### src/rtl/branch_cmp.sv
// Branch compare unit: one-cycle registered compare flags and taken result,
// plus saturating counters of accepted requests and taken branches.
//
// Ports:
//   clk        rising-edge clock
//   reset      synchronous active-high reset
//   in_valid   a/b/op carry a compare request this cycle
//   stall      hold all outputs and counters
//   flush      drop the current request, clear the result flags
//   op         compare mode (BEQ BNE BLEZ BGTZ BLTZ BGEZ SLT SLTU)
//   a, b       operands (b unused by the zero-compare modes)
//   out_valid  registered request-valid
//   taken      registered taken result for op
//   eq, lt_s, lt_u  registered a==b, signed a<b, unsigned a<b
//   taken_cnt  saturating count of accepted taken requests
//   total_cnt  saturating count of accepted requests
module branch_cmp #(
  parameter int WIDTH = 32,
  parameter int CNT_W = 16
) (
  input  logic             clk,
  input  logic             reset,
  input  logic             in_valid,
  input  logic             stall,
  input  logic             flush,
  input  logic [2:0]       op,
  input  logic [WIDTH-1:0] a,
  input  logic [WIDTH-1:0] b,
  output logic             out_valid,
  output logic             taken,
  output logic             eq,
  output logic             lt_s,
  output logic             lt_u,
  output logic [CNT_W-1:0] taken_cnt,
  output logic [CNT_W-1:0] total_cnt
);

  localparam logic [2:0] OP_BEQ  = 3'b000;
  localparam logic [2:0] OP_BNE  = 3'b001;
  localparam logic [2:0] OP_BLEZ = 3'b010;
  localparam logic [2:0] OP_BGTZ = 3'b011;
  localparam logic [2:0] OP_BLTZ = 3'b100;
  localparam logic [2:0] OP_BGEZ = 3'b101;
  localparam logic [2:0] OP_SLT  = 3'b110;
  localparam logic [2:0] OP_SLTU = 3'b111;

  localparam logic [CNT_W-1:0] CNT_MAX = '1;
  localparam logic [CNT_W-1:0] CNT_ONE = CNT_W'(1);

  logic             r_valid;
  logic             r_taken;
  logic             r_eq;
  logic             r_lt_s;
  logic             r_lt_u;
  logic [CNT_W-1:0] r_taken_cnt;
  logic [CNT_W-1:0] r_total_cnt;

  logic w_eq;
  logic w_lt_s;
  logic w_lt_u;
  logic w_neg;
  logic w_zero;
  logic w_taken;
  logic w_accept;

  // Signed compare via $signed: the MSB is the sign and there is
  // no subtract, so no overflow for extreme operand pairs.
  assign w_eq   = (a == b);
  assign w_lt_s = ($signed(a) < $signed(b));
  assign w_lt_u = (a < b);
  assign w_neg  = a[WIDTH-1];
  assign w_zero = (a == '0);

  always_comb begin
    w_taken = 1'b0;
    case (op)
      OP_BEQ:  w_taken = w_eq;
      OP_BNE:  w_taken = !w_eq;
      OP_BLEZ: w_taken = w_neg || w_zero;
      OP_BGTZ: w_taken = !w_neg && !w_zero;
      OP_BLTZ: w_taken = w_neg;
      OP_BGEZ: w_taken = !w_neg;
      OP_SLT:  w_taken = w_lt_s;
      OP_SLTU: w_taken = w_lt_u;
      default: w_taken = 1'b0;
    endcase
  end

  assign w_accept = in_valid && !flush && !stall;

  always_ff @(posedge clk) begin
    if (reset) begin
      r_valid     <= 1'b0;
      r_taken     <= 1'b0;
      r_eq        <= 1'b0;
      r_lt_s      <= 1'b0;
      r_lt_u      <= 1'b0;
      r_taken_cnt <= '0;
      r_total_cnt <= '0;
    end else if (flush) begin
      r_valid <= 1'b0;
      r_taken <= 1'b0;
      r_eq    <= 1'b0;
      r_lt_s  <= 1'b0;
      r_lt_u  <= 1'b0;
    end else if (!stall) begin
      r_valid <= in_valid;
      if (in_valid) begin
        r_taken <= w_taken;
        r_eq    <= w_eq;
        r_lt_s  <= w_lt_s;
        r_lt_u  <= w_lt_u;
      end else begin
        r_taken <= 1'b0;
        r_eq    <= 1'b0;
        r_lt_s  <= 1'b0;
        r_lt_u  <= 1'b0;
      end
    end
    // Counters saturate independently; gated by in_valid so
    // idle-cycle garbage on a/b/op cannot reach them.
    if (!reset && w_accept) begin
      if (r_total_cnt != CNT_MAX)
        r_total_cnt <= r_total_cnt + CNT_ONE;
      if (w_taken && r_taken_cnt != CNT_MAX)
        r_taken_cnt <= r_taken_cnt + CNT_ONE;
    end
  end

  assign out_valid = r_valid;
  assign taken     = r_taken;
  assign eq        = r_eq;
  assign lt_s      = r_lt_s;
  assign lt_u      = r_lt_u;
  assign taken_cnt = r_taken_cnt;
  assign total_cnt = r_total_cnt;

endmodule

### config.mk
export PLATFORM = sky130hd
export DESIGN_NAME = branch_cmp
export DESIGN_NICKNAME = d
export VERILOG_FILES = /design/src/rtl/branch_cmp.sv
export SDC_FILE = /design/constraint.sdc
export NUM_CORES = 1
export LEC_CHECK = 0
export ABC_AREA = 1
export CAP_MARGIN = 20
export CORE_MARGIN = 2
export CORE_UTILIZATION = 50
export CTS_BUF_LIST = sky130_fd_sc_hd__clkbuf_16
export DETAILED_ROUTE_END_ITERATION = 8
export PLACE_DENSITY = 0.92
export SLEW_MARGIN = 25
export SYNTH_ARGS = -nofsm -noshare
export SYNTH_HDL_FRONTEND = slang
export SYNTH_SLANG_ARGS = --single-unit
### constraint.sdc
create_clock -name clk -period 3.6 [get_ports clk]
set_input_delay 0.36 -clock clk [delete_from_list [all_inputs] [get_ports clk]]
set_output_delay 0.36 -clock clk [all_outputs]
set_load 0.01 [all_outputs]
==> run_results.csv, run 1 <==
group,metric,value,unit
status,status,"finished, final reports clean",
synth,ys.flop_type,"dfxtp_1",
power_and_ir_drop,intPower,0.0007964,W
drt,wire_per_inst,12.32,µm
clock_network,insertion_delay,0.28,ns
sta,rsz0062_at_grt,"no",
sta,final.period_utilization,72.69,%
placement,post-dp-hpwl,6.546,mm
drt,postRouteAntennaNets,0,
clock_network,path_clk_slew,0.05,ns
clock_network,cts_root_buf,"clkbuf_16",
clock_network,post_cts_resized,0,
sta,setup_viol,0,
synth,yosys_warnings,0,
synth,synth_cell_type_count,41,
clock_network,cts_hold_buffers,0,
critical_path,crit_path_max_fanout,25,
drt,vias_per_cell,5.088,
synth,synth_edf_count,0,
clock_network,cts.sinks,37,
sta,fin_tns_setup,0,ns
critical_path,reg2reg_slack,1.33,ns
final_layout,fill_cells,491,
critical_path,max_stage_delay,0.45,ns
final_layout,diodes,0,
critical_path,cp-start-kind,"input pin",
sta,fmax,382.1,MHz
floorplanning,die_height,82.73,µm
critical_path,crit_slowest_cell,"clkdlybuf4s50_1",
placement,placed_area,0.004229,mm²
power_and_ir_drop,switching_power,0.0002804,W
critical_path,path_cells,"clkdlybuf4s50_1 -> inv_1 -> ha_1 -> a21oi_1 -> nand3_1 -> nand2_1 -> nand2_1 -> a21oi_1 -> nand2_1 -> nand2_1 -> nand3_1 -> nand2_2 -> nand3_4 -> nand2_1 -> o21ai_2",
critical_path,reg2reg_depth,10,
synth,synthCells,459,
synth,mappedNetlistArea,0.003099,mm²
critical_path,reg2reg_to,"taken_cnt[12]$_DFF_P_",
worst_hold_path,worstHoldPathType,"reg -> reg",
critical_path,worstPathRequired,3.77,ns
power_and_ir_drop,sequentialPowerShare,39.1,%
synth,avgSynthCellArea,6.752,µm²
critical_path,startpoint,"b[19]",
sta,tightest_slew,0.5127,ns
global_routing,grt_pass1_wl,12.97,mm
final_layout,final-seq-area,740.7,µm²
final_layout,multi_input_area,0.001968,mm²
critical_path,worst-path-stages,15,
floorplanning,start_util,52.04,%
drt,wirelength,7.947,mm
placement,port_buffers,108,
critical_path,cp.arrival,2.78,ns
critical_path,cpMostUsedCell,"nand2_1",
global_routing,antenna_found_initial,0,
clock_network,h-tree-depth,2,
sta,relSlewSlack,65.78,%
power_and_ir_drop,p_clk_share,38.9,%
critical_path,crit_buf_inv,2,
sta,period_needed,2.617,ns
global_routing,grt_overflow,0,
critical_path,critical_path.top_delay_family,"simple AND/OR/NAND/NOR gates",
global_routing,grt_usage,24.29,%
global_routing,grt_pass1_vias,3166,
critical_path,timing.rr.start,"taken_cnt[0]$_DFF_P_",
critical_path,worstSetupEndpoint,"taken_cnt[5]$_DFF_P_",
final_layout,final_cell_area,0.004368,mm²
synth,ys_seq_elements,37,
floorplanning,ios,109,
floorplanning,core_area,0.005956,mm²
clock_network,cts_made_buffers,5,
drt,drc,0,
floorplanning,die_x,82.73,µm
synth,synthArstFlopShare,0,%
power_and_ir_drop,combPwrFrac,22.0,%
synth,ys_seq_area_share,23.90,%
global_routing,grt_start_max_net_pins,26,
drt,drtIter0Drc,96,
drt,drt_pass1_iterations,5,
floorplanning,fp-row-count,28,
sta,skew,0.007094,ns
final_layout,area_growth,40.94,%
sta,report.final.slew_viol_count,0,
critical_path,crit_path_end_kind,"register",
power_and_ir_drop,p_per_area,246.5,mW/mm²
final_layout,finalNetCount,675,
final_layout,drive_gt1_share,6.491,%
drt,dr_total_vias,3282,
synth,synthesis.nets,565,
sta,hold_viol,0,
power_and_ir_drop,sw_frac_of_total,26.04,%
power_and_ir_drop,leakage,1.980,nW
floorplanning,dieArea,0.006844,mm²
run,drv_cap,0,
placement,gp_congestion,0.8431,
clock_network,clock_path_buffers,2,
final_layout,final_util,73.34,%
critical_path,crit_type,"in -> reg",
power_and_ir_drop,ir_worst_vdd,0.2715,mV
clock_network,cts_tree,"yes",
clock_network,cts_setup_buffers,0,
==> metal layers <==
layer  global-route usage, %  share of wire, %
met5                       0                 0
met4                   12.46               3.4
met3                   5.652               5.1
met2                   44.27                51
met1                   25.94                40
==> flip-flops by register name (all words and copies together) (netlist names) <==
signal and cells:
taken_cnt 16, total_cnt 16, eq 1, lt_s 1, lt_u 1, out_valid 1
taken 1
==> worst reg2reg max path: stages, from the launching register on <==
cell	delay [ns]
dfxtp_1	0.42
ha_1	0.24
nand3_2	0.11
nor3_2	0.19
nand3_2	0.16
nor4_4	0.33
nand3_4	0.18
nand3_4	0.32
nand2_1	0.10
nand2_1	0.08
inv_1	0.04
==> area by class of cell <==
cell class                      instances  area share, %
Clock buffer                            5          2.865
Clock inverter                          3         0.3151
Inverter                               90          7.734
Multi-Input combinational cell        326          45.06
Sequential cell                        37          16.96
Tap cell                               75          2.148
Timing Repair Buffer                  109          24.92
==> cells by family (layout without fill, tap and decap cells) <==
family	Yosys count	count (layout)	share of synthesized area [%]
AND/OR/NAND/NOR	219	219	32.94
buffers and inverters	96	207	12.60
adder cells (fa/ha/maj)	34	34	13.73
XOR/XNOR	14	14	3.956
AO/OA/AOI/OAI	59	59	12.88
flip-flops	37	37	23.90
==> placed cells by master, fill, tap and decap left out <==
cell type	count
clkinv_2	2
a21oi_4	1
ha_1	34
clkbuf_16	5
inv_2	1
nand3_2	2
buf_4	1
o211ai_1	1
nand3_4	2
nand4_1	10
a21oi_1	24
nor2_1	55
a211oi_1	4
nand2_1	104
and3_1	1
xnor2_1	3
nand2_2	2
inv_1	90
nor2_2	1
a21o_1	1
o21ai_2	11
nand3b_1	2
a221oi_1	1
nor4_4	1
clkdlybuf4s50_1	108
a22o_1	1
nand3b_4	1
dfxtp_1	37
nor3_4	1
xor2_1	11
nand3_1	25
nor4_1	1
o21a_1	2
o21bai_4	1
nor3_2	4
a311oi_2	1
nor3_1	6
nor3b_1	1
o21ai_0	11
==> power by group through the flow <==
stage	logic [W]	clock network, W	registers, W
2_1_floorplan	0.000113	0	0.000431
3_3_place_gp	0.000226	0	0.000429
3_5_place_dp	0.000237	0	0.000430
4_1_cts	0.000238	0.000424	0.000421
5_1_grt	0.000267	0.000441	0.000422
6_report	0.000237	0.000418	0.000421
==> through the flow <==
step,hold WS [ns],total power [W],cells,setup slack (ns)
after global placement,0.4308,0.0006551,637,0.8075
after detailed placement,0.4523,0.0006665,637,0.7126
after global routing,0.4840,0.001130,645,0.7093
final,0.4578,0.001077,645,0.9831
after floorplan,0.4696,0.0005445,459,1.560
after CTS,0.4657,0.001083,645,0.9957
==> worst min path at each step <==
stage / startpoint / cells past startpoint / slack, ns / to
floorplan: out_valid$_SDFFE_PP0N_ / 2 / 0.47 / out_valid$_SDFFE_PP0N_
global placement: out_valid$_SDFFE_PP0N_ / 2 / 0.43 / out_valid$_SDFFE_PP0N_
detailed placement: lt_s$_SDFFE_PP0N_ / 2 / 0.45 / lt_s$_SDFFE_PP0N_
CTS: out_valid$_SDFFE_PP0N_ / 2 / 0.47 / out_valid$_SDFFE_PP0N_
global route: out_valid$_SDFFE_PP0N_ / 2 / 0.48 / out_valid$_SDFFE_PP0N_
finish: out_valid$_SDFFE_PP0N_ / 2 / 0.46 / out_valid$_SDFFE_PP0N_
==> cell usage after synthesis (all sizes together), types with 2 or more instances <==
cell type,count,share of area [%]
o21a,2,0.48
a211oi,4,0.97
nand3,29,5.8
a21oi,25,4.4
nor2,56,6.9
xor2,11,3.1
nor4,2,0.89
buf,4,1.3
nand3b,3,1.1
nand2,106,13
nand4,10,2.0
dfxtp,37,24
nor3,11,2.8
xnor2,3,0.85
o21ai,22,4.9
inv,90,11
ha,34,14
Power figures use the tool's default switching activity.
==> run 2, diff against run 1 <==
CORE_UTILIZATION = 46   (was 50)
PLACE_DENSITY = 0.85   (was 0.92)
clock period = 2.5 ns   (was 3.6 ns; I/O delays follow)
==> run 2 against run 1 <==
Non-clock buffer count rose by 7. Hold slack better by 0.0024 ns. Utilization is 4.0 points lower. Count of clock-buffer cells in the layout did not move. Critical path depth grew 1. Register-to-register slack got worse by 1.0 ns. Via count is 1.7% lower. Clock skew down 0.0032 ns. First-iteration DRC count decreased by 14%. Critical path type unchanged. Critical endpoint is now taken_cnt[15]$_DFF_P_.
==> run_results.csv, run 2 (same netlist as run 1, synthesis figures left out) <==
group,metric,value,unit
drt,routed.top_layer,"met4",
critical_path,timing.rr.start,"taken_cnt[0]$_DFF_P_",
power_and_ir_drop,leakage,2.020,nW
placement,port_buffers,108,
drt,postRouteAntennaNets,0,
final_layout,drive_gt1_share,7.799,%
global_routing,grt_pass1_wl,13.10,mm
floorplanning,ios,109,
final_layout,area_growth,43.64,%
drt,wl_met2,3.836,mm
critical_path,startpoint,"b[19]",
placement,post-dp-hpwl,6.223,mm
worst_hold_path,worstHoldPathType,"reg -> reg",
drt,wl_met1,3.207,mm
power_and_ir_drop,ir_worst_vdd,0.2982,mV
clock_network,path_clk_slew,0.05,ns
drt,drtIter0Drc,83,
placement,gp_congestion,0.8556,
floorplanning,die_x,86.08,µm
sta,final.period_utilization,89.37,%
sta,hold_viol,0,
sta,relSlewSlack,65.90,%
power_and_ir_drop,p_per_area,349.5,mW/mm²
worst_hold_path,hp-start,"lt_s$_SDFFE_PP0N_",
sta,fmax,447.6,MHz
global_routing,grt_pass1_vias,3138,
floorplanning,dieArea,0.007410,mm²
placement,placed_area,0.004309,mm²
global_routing,antenna_found_initial,0,
drt,dr_wl_met3,346,µm
clock_network,cts_setup_buffers,0,
final_layout,diodes,0,
global_routing,grt_start_max_net_pins,19,
drt,drc,0,
sta,report.final.slew_viol_count,0,
floorplanning,start_util,48.26,%
critical_path,worstPathRequired,2.67,ns
run,drv_cap,0,
sta,skew,0.003929,ns
floorplanning,core_area,0.006422,mm²
clock_network,cts_made_buffers,5,
sta,period_needed,2.234,ns
clock_network,clock_path_buffers,2,
clock_network,post_cts_resized,0,
drt,vias_per_cell,4.934,
critical_path,cp.arrival,2.40,ns
critical_path,cp-start-kind,"input pin",
drt,dr_total_vias,3227,
critical_path,reg2reg_slack,0.33,ns
sta,whs,0.4602,ns
final_layout,finalNetCount,682,
clock_network,h-tree-depth,2,
status,status,"finished, final reports clean",
final_layout,mostFrequentLayoutCells,"clkdlybuf4s50_1, nand2_1, inv_1",
sta,rsz0062_at_grt,"no",
critical_path,crit_path_end_kind,"register",
critical_path,crit_path_max_fanout,7,
final_layout,final_cell_area,0.004452,mm²
clock_network,cts_tree,"yes",
final_layout,layout_commonest_cell,"clkdlybuf4s50_1",
clock_network,cts_root_buf,"clkbuf_16",
clock_network,cts.sinks,37,
drt,drt_pass1_iterations,4,
floorplanning,die_height,86.08,µm
drt,wirelength,7.591,mm
critical_path,crit_type,"in -> reg",
sta,tightest_slew,0.5109,ns
clock_network,cts_hold_buffers,0,
floorplanning,fp-row-count,29,
final_layout,layout.cells.non_filler,654,
drt,wire_per_inst,11.61,µm
sta,setup_viol,0,
placement,place_inst,646,
power_and_ir_drop,p_total,0.001556,W
global_routing,grt_overflow,0,
global_routing,grt_usage,21.52,%
clock_network,insertion_delay,0.28,ns
## run 2: changes by cell type in the layout (fill, tap and decap cells not counted)
cell,change
clkinvlp_4,+1
buf_12,+2
inv_1,-1
buf_4,+5
## run 2: layer usage
metal,GRT usage (%),vias to the layer above
met5,0,-
met4,7.359,0
met3,5.197,18
met2,38.41,74
met1,24.99,1439
li1,-,1696
## run 2: area by class of cell
| cell class | instances | area, µm² |
|---|---|---|
| Sequential cell | 37 | 740.7 |
| Clock inverter | 3 | 17.52 |
| Clock buffer | 5 | 125.1 |
| Inverter | 90 | 337.8 |
| Tap cell | 77 | 96.34 |
| Multi-Input combinational cell | 326 | 1968 |
| Fill cell | 560 | 1971 |
| Timing Repair Buffer | 116 | 1166 |
## run 2: critical path, stage by stage
cell,delay [ns]
clkdlybuf4s50_1,0.45
inv_1,0.04
ha_1,0.31
a21oi_1,0.18
nand3_1,0.10
nand2_1,0.06
nand2_1,0.05
a21oi_1,0.20
nand2_1,0.10
nand2_1,0.08
nand3_1,0.08
nand2_2,0.09
buf_4,0.15
nand3_1,0.11
nand2_1,0.10
o21ai_2,0.05
## run 2: where the power goes
part	leakage (nW)	switching, W	internal [W]	total [W]
clock	0.0696	0.000237	0.000365	0.000602
combinational	1.65	0.000153	0.000195	0.000347
sequential	0.299	0.00000864	0.000597	0.000606
total	2.02	0.000399	0.00116	0.00156
## run 2: per-stage QoR
step | setup WS (ns) | setup TNS (ns) | util, %
6_report | 0.2657 | 0 | 69.32
5_1_grt | 0.04499 | 0 | 69.32
4_1_cts | 0.2693 | 0 | 69.32
3_5_place_dp | -0.01456 | -0.01644 | 67.10
3_3_place_gp | 0.06752 | 0 | 67.10
2_1_floorplan | 0.5122 | 0 | -
## run 2: worst paths after layout
path / endpoint / depth (start not counted)
max: taken_cnt[15]$_DFF_P_ / 16
min: lt_s$_SDFFE_PP0N_ / 2
min reg2reg: lt_s$_SDFFE_PP0N_ / 2
max reg2reg: taken_cnt[10]$_DFF_P_ / 11
==> run 3, diff against run 2 <==
CORE_UTILIZATION = 42   (was 46)
PLACE_DENSITY = 0.82   (was 0.85)
clock period = 1.8 ns   (was 2.5 ns; I/O delays follow)
==> run 3 against run 2 <==
The run now ends with setup timing left. Register-to-register slack got worse by 0.48 ns. Die area rose by 9.1%. Power rose by 57%. Final area rose by 26%. Non-clock buffer count rose by 57. Cell count rose by 12%. Utilization rose by 8.6 points. Clock skew rose by 0.0020 ns. Sequential power rose by 38%. Highest routed layer unchanged.
==> run_results.csv, run 3 (same netlist as run 1, synthesis figures left out) <==
group,metric,value,unit
drt,postRouteAntennaNets,0,
drt,wirelength,11.89,mm
clock_network,h-tree-depth,2,
placement,placed_area,0.004667,mm²
critical_path,cpMostUsedCell,"nand2_4",
final_layout,drive_gt1_share,47.48,%
critical_path,crit_slowest_cell,"a21oi_4",
sta,tightest_slew,0.5544,ns
power_and_ir_drop,p_clk_share,34.6,%
clock_network,insertion_delay,0.28,ns
critical_path,crit_type,"in -> reg",
sta,final.period_utilization,108.4,%
global_routing,use_met2,46.34,%
sta,fmax,512.3,MHz
critical_path,max_stage_delay,0.25,ns
worst_hold_path,worstHoldPathType,"reg -> reg",
status,status,"finished with violations",
placement,post-place-ws,-0.6692,ns
clock_network,cts_hold_buffers,0,
floorplanning,fp-row-count,31,
clock_network,cts_tree,"yes",
floorplanning,die_height,89.90,µm
global_routing,grt_use_met3,3.688,%
drt,drt_pass1_iterations,5,
drt,drtIter0Drc,145,
sta,hold_viol,0,
sta,rsz0062_at_grt,"yes",
placement,place_inst,704,
final_layout,diodes,0,
final_layout,layout_commonest_cell,"nand2_1",
critical_path,crit_path_max_fanout,5,
sta,report.final.slew_viol_count,0,
floorplanning,die_x,89.90,µm
global_routing,grt_pass1_wl,16.88,mm
sta,period_needed,1.952,ns
global_routing,grt_use_met1,27.50,%
sta,relSlewSlack,63.00,%
final_layout,fill_cells,455,
placement,gp_congestion,0.8878,
clock_network,cts.sinks,37,
sta,layout_setup_ws,-0.1519,ns
critical_path,path_cells,"buf_6 -> inv_2 -> ha_4 -> a21oi_2 -> nand3_1 -> nand2_1 -> nand2_2 -> a21oi_4 -> nand2_4 -> nand2_4 -> nand3_4 -> nand2_4 -> nand3_4 -> buf_12 -> buf_12 -> nand2_2 -> o21ai_2",
critical_path,reg2reg_slack,-0.15,ns
floorplanning,start_util,42.96,%
critical_path,cp.arrival,2.12,ns
clock_network,cts_root_buf,"clkbuf_16",
placement,post-dp-hpwl,6.689,mm
critical_path,worstPathRequired,1.97,ns
power_and_ir_drop,p_per_area,434.7,mW/mm²
global_routing,grt_usage,24.86,%
floorplanning,core_area,0.007214,mm²
final_layout,final_util,77.92,%
placement,port_buffers,108,
clock_network,clock_path_buffers,2,
critical_path,crit_path_end_kind,"register",
critical_path,cp-start-kind,"input pin",
final_layout,mostFrequentLayoutCells,"nand2_1, inv_1, buf_4",
drt,vias_per_cell,5.319,
clock_network,cts_made_buffers,5,
floorplanning,dieArea,0.008082,mm²
global_routing,grt_pass1_vias,3789,
final_layout,layout.cells.non_filler,733,
power_and_ir_drop,ir_worst_vdd,0.3009,mV
run,drv_cap,0,
global_routing,grt_start_max_net_pins,19,
power_and_ir_drop,leakage,2.476,nW
drt,drc,0,
power_and_ir_drop,combPwrFrac,31.0,%
final_layout,final_cell_area,0.005622,mm²
global_routing,grt_busiest_layer,"met2",
final_layout,area_growth,81.39,%
power_and_ir_drop,sw_frac_of_total,30.54,%
drt,dr_total_vias,3899,
sta,whs,0.4450,ns
power_and_ir_drop,intPower,0.001697,W
floorplanning,ios,109,
sta,skew,0.005943,ns
power_and_ir_drop,switching_power,0.0007463,W
global_routing,grt_overflow,0,
sta,setup_viol,19,
global_routing,antenna_found_initial,0,
power_and_ir_drop,sequentialPowerShare,34.3,%
clock_network,path_clk_slew,0.06,ns
drt,wire_per_inst,16.22,µm
status,violations,"setup timing",
final_layout,finalNetCount,739,
[run 3: changes by cell type in the layout (fill, tap and decap cells not counted), sizes merged]
| cell | change |
|---|---|
| clkinvlp | -1 |
| inv | -1 |
| clkdlybuf4s15 | +7 |
| clkbuf | +23 |
| buf | +91 |
| clkinv | +2 |
| clkdlybuf4s50 | -64 |
[run 3: stage by stage]
step / TNS, ns / power (W)
2_1_floorplan: -1.965 / 0.001088
3_3_place_gp: -11.29 / 0.001353
3_5_place_dp: -12.11 / 0.001371
4_1_cts: -0.05120 / 0.002289
5_1_grt: -3.351 / 0.002525
6_report: -1.669 / 0.002444
[run 3: repair_timing]
item | CTS | global route
setup endpoints to repair | 23 | 27
gates cloned | 3 | 0
pin swaps | 45 | 86
buffers inserted | 4 | 15
gates resized for setup | 270 | 138
[run 3: routing by layer]
layer,vias up,part of all wire (%)
li1,1818,-
met1,1845,39
met2,174,51
met3,62,4.3
met4,0,5.6
met5,-,0
[run 3: path summary, 6_finish.rpt]
kind         cells past startpoint                     end                    from
max                             17    taken_cnt[8]$_DFF_P_                   b[19]
min                              2  out_valid$_SDFFE_PP0N_  out_valid$_SDFFE_PP0N_
max reg2reg                     11    taken_cnt[8]$_DFF_P_    taken_cnt[1]$_DFF_P_
min reg2reg                      2  out_valid$_SDFFE_PP0N_  out_valid$_SDFFE_PP0N_
[run 3: worst max-delay path: cells and delay by family]
family / cells / cell delay [ns]
simple gates: 9 / 0.82
buf+inv: 4 / 0.46
compound gates: 3 / 0.44
fa+ha+maj: 1 / 0.21
[run 3: power groups by stage]
stage               registers [W]  clock network, W  logic [W]
detailed placement       0.000855                 0   0.000516
floorplan                0.000860                 0   0.000229
finish                   0.000839          0.000847   0.000758
CTS                      0.000838          0.000824   0.000628
global placement         0.000855                 0   0.000498
global route             0.000840          0.000868   0.000817
[run 3: layout make-up]
type	count	area, µm²	share of cell area (%)
clock buffer	5	125.1	2.226
clock inverter	3	12.51	0.2226
inverter	90	342.8	6.098
multi-input combinational	326	2821	50.19
sequential	37	755.7	13.44
tap	99	123.9	2.203
timing repair buffer	173	1440	25.62
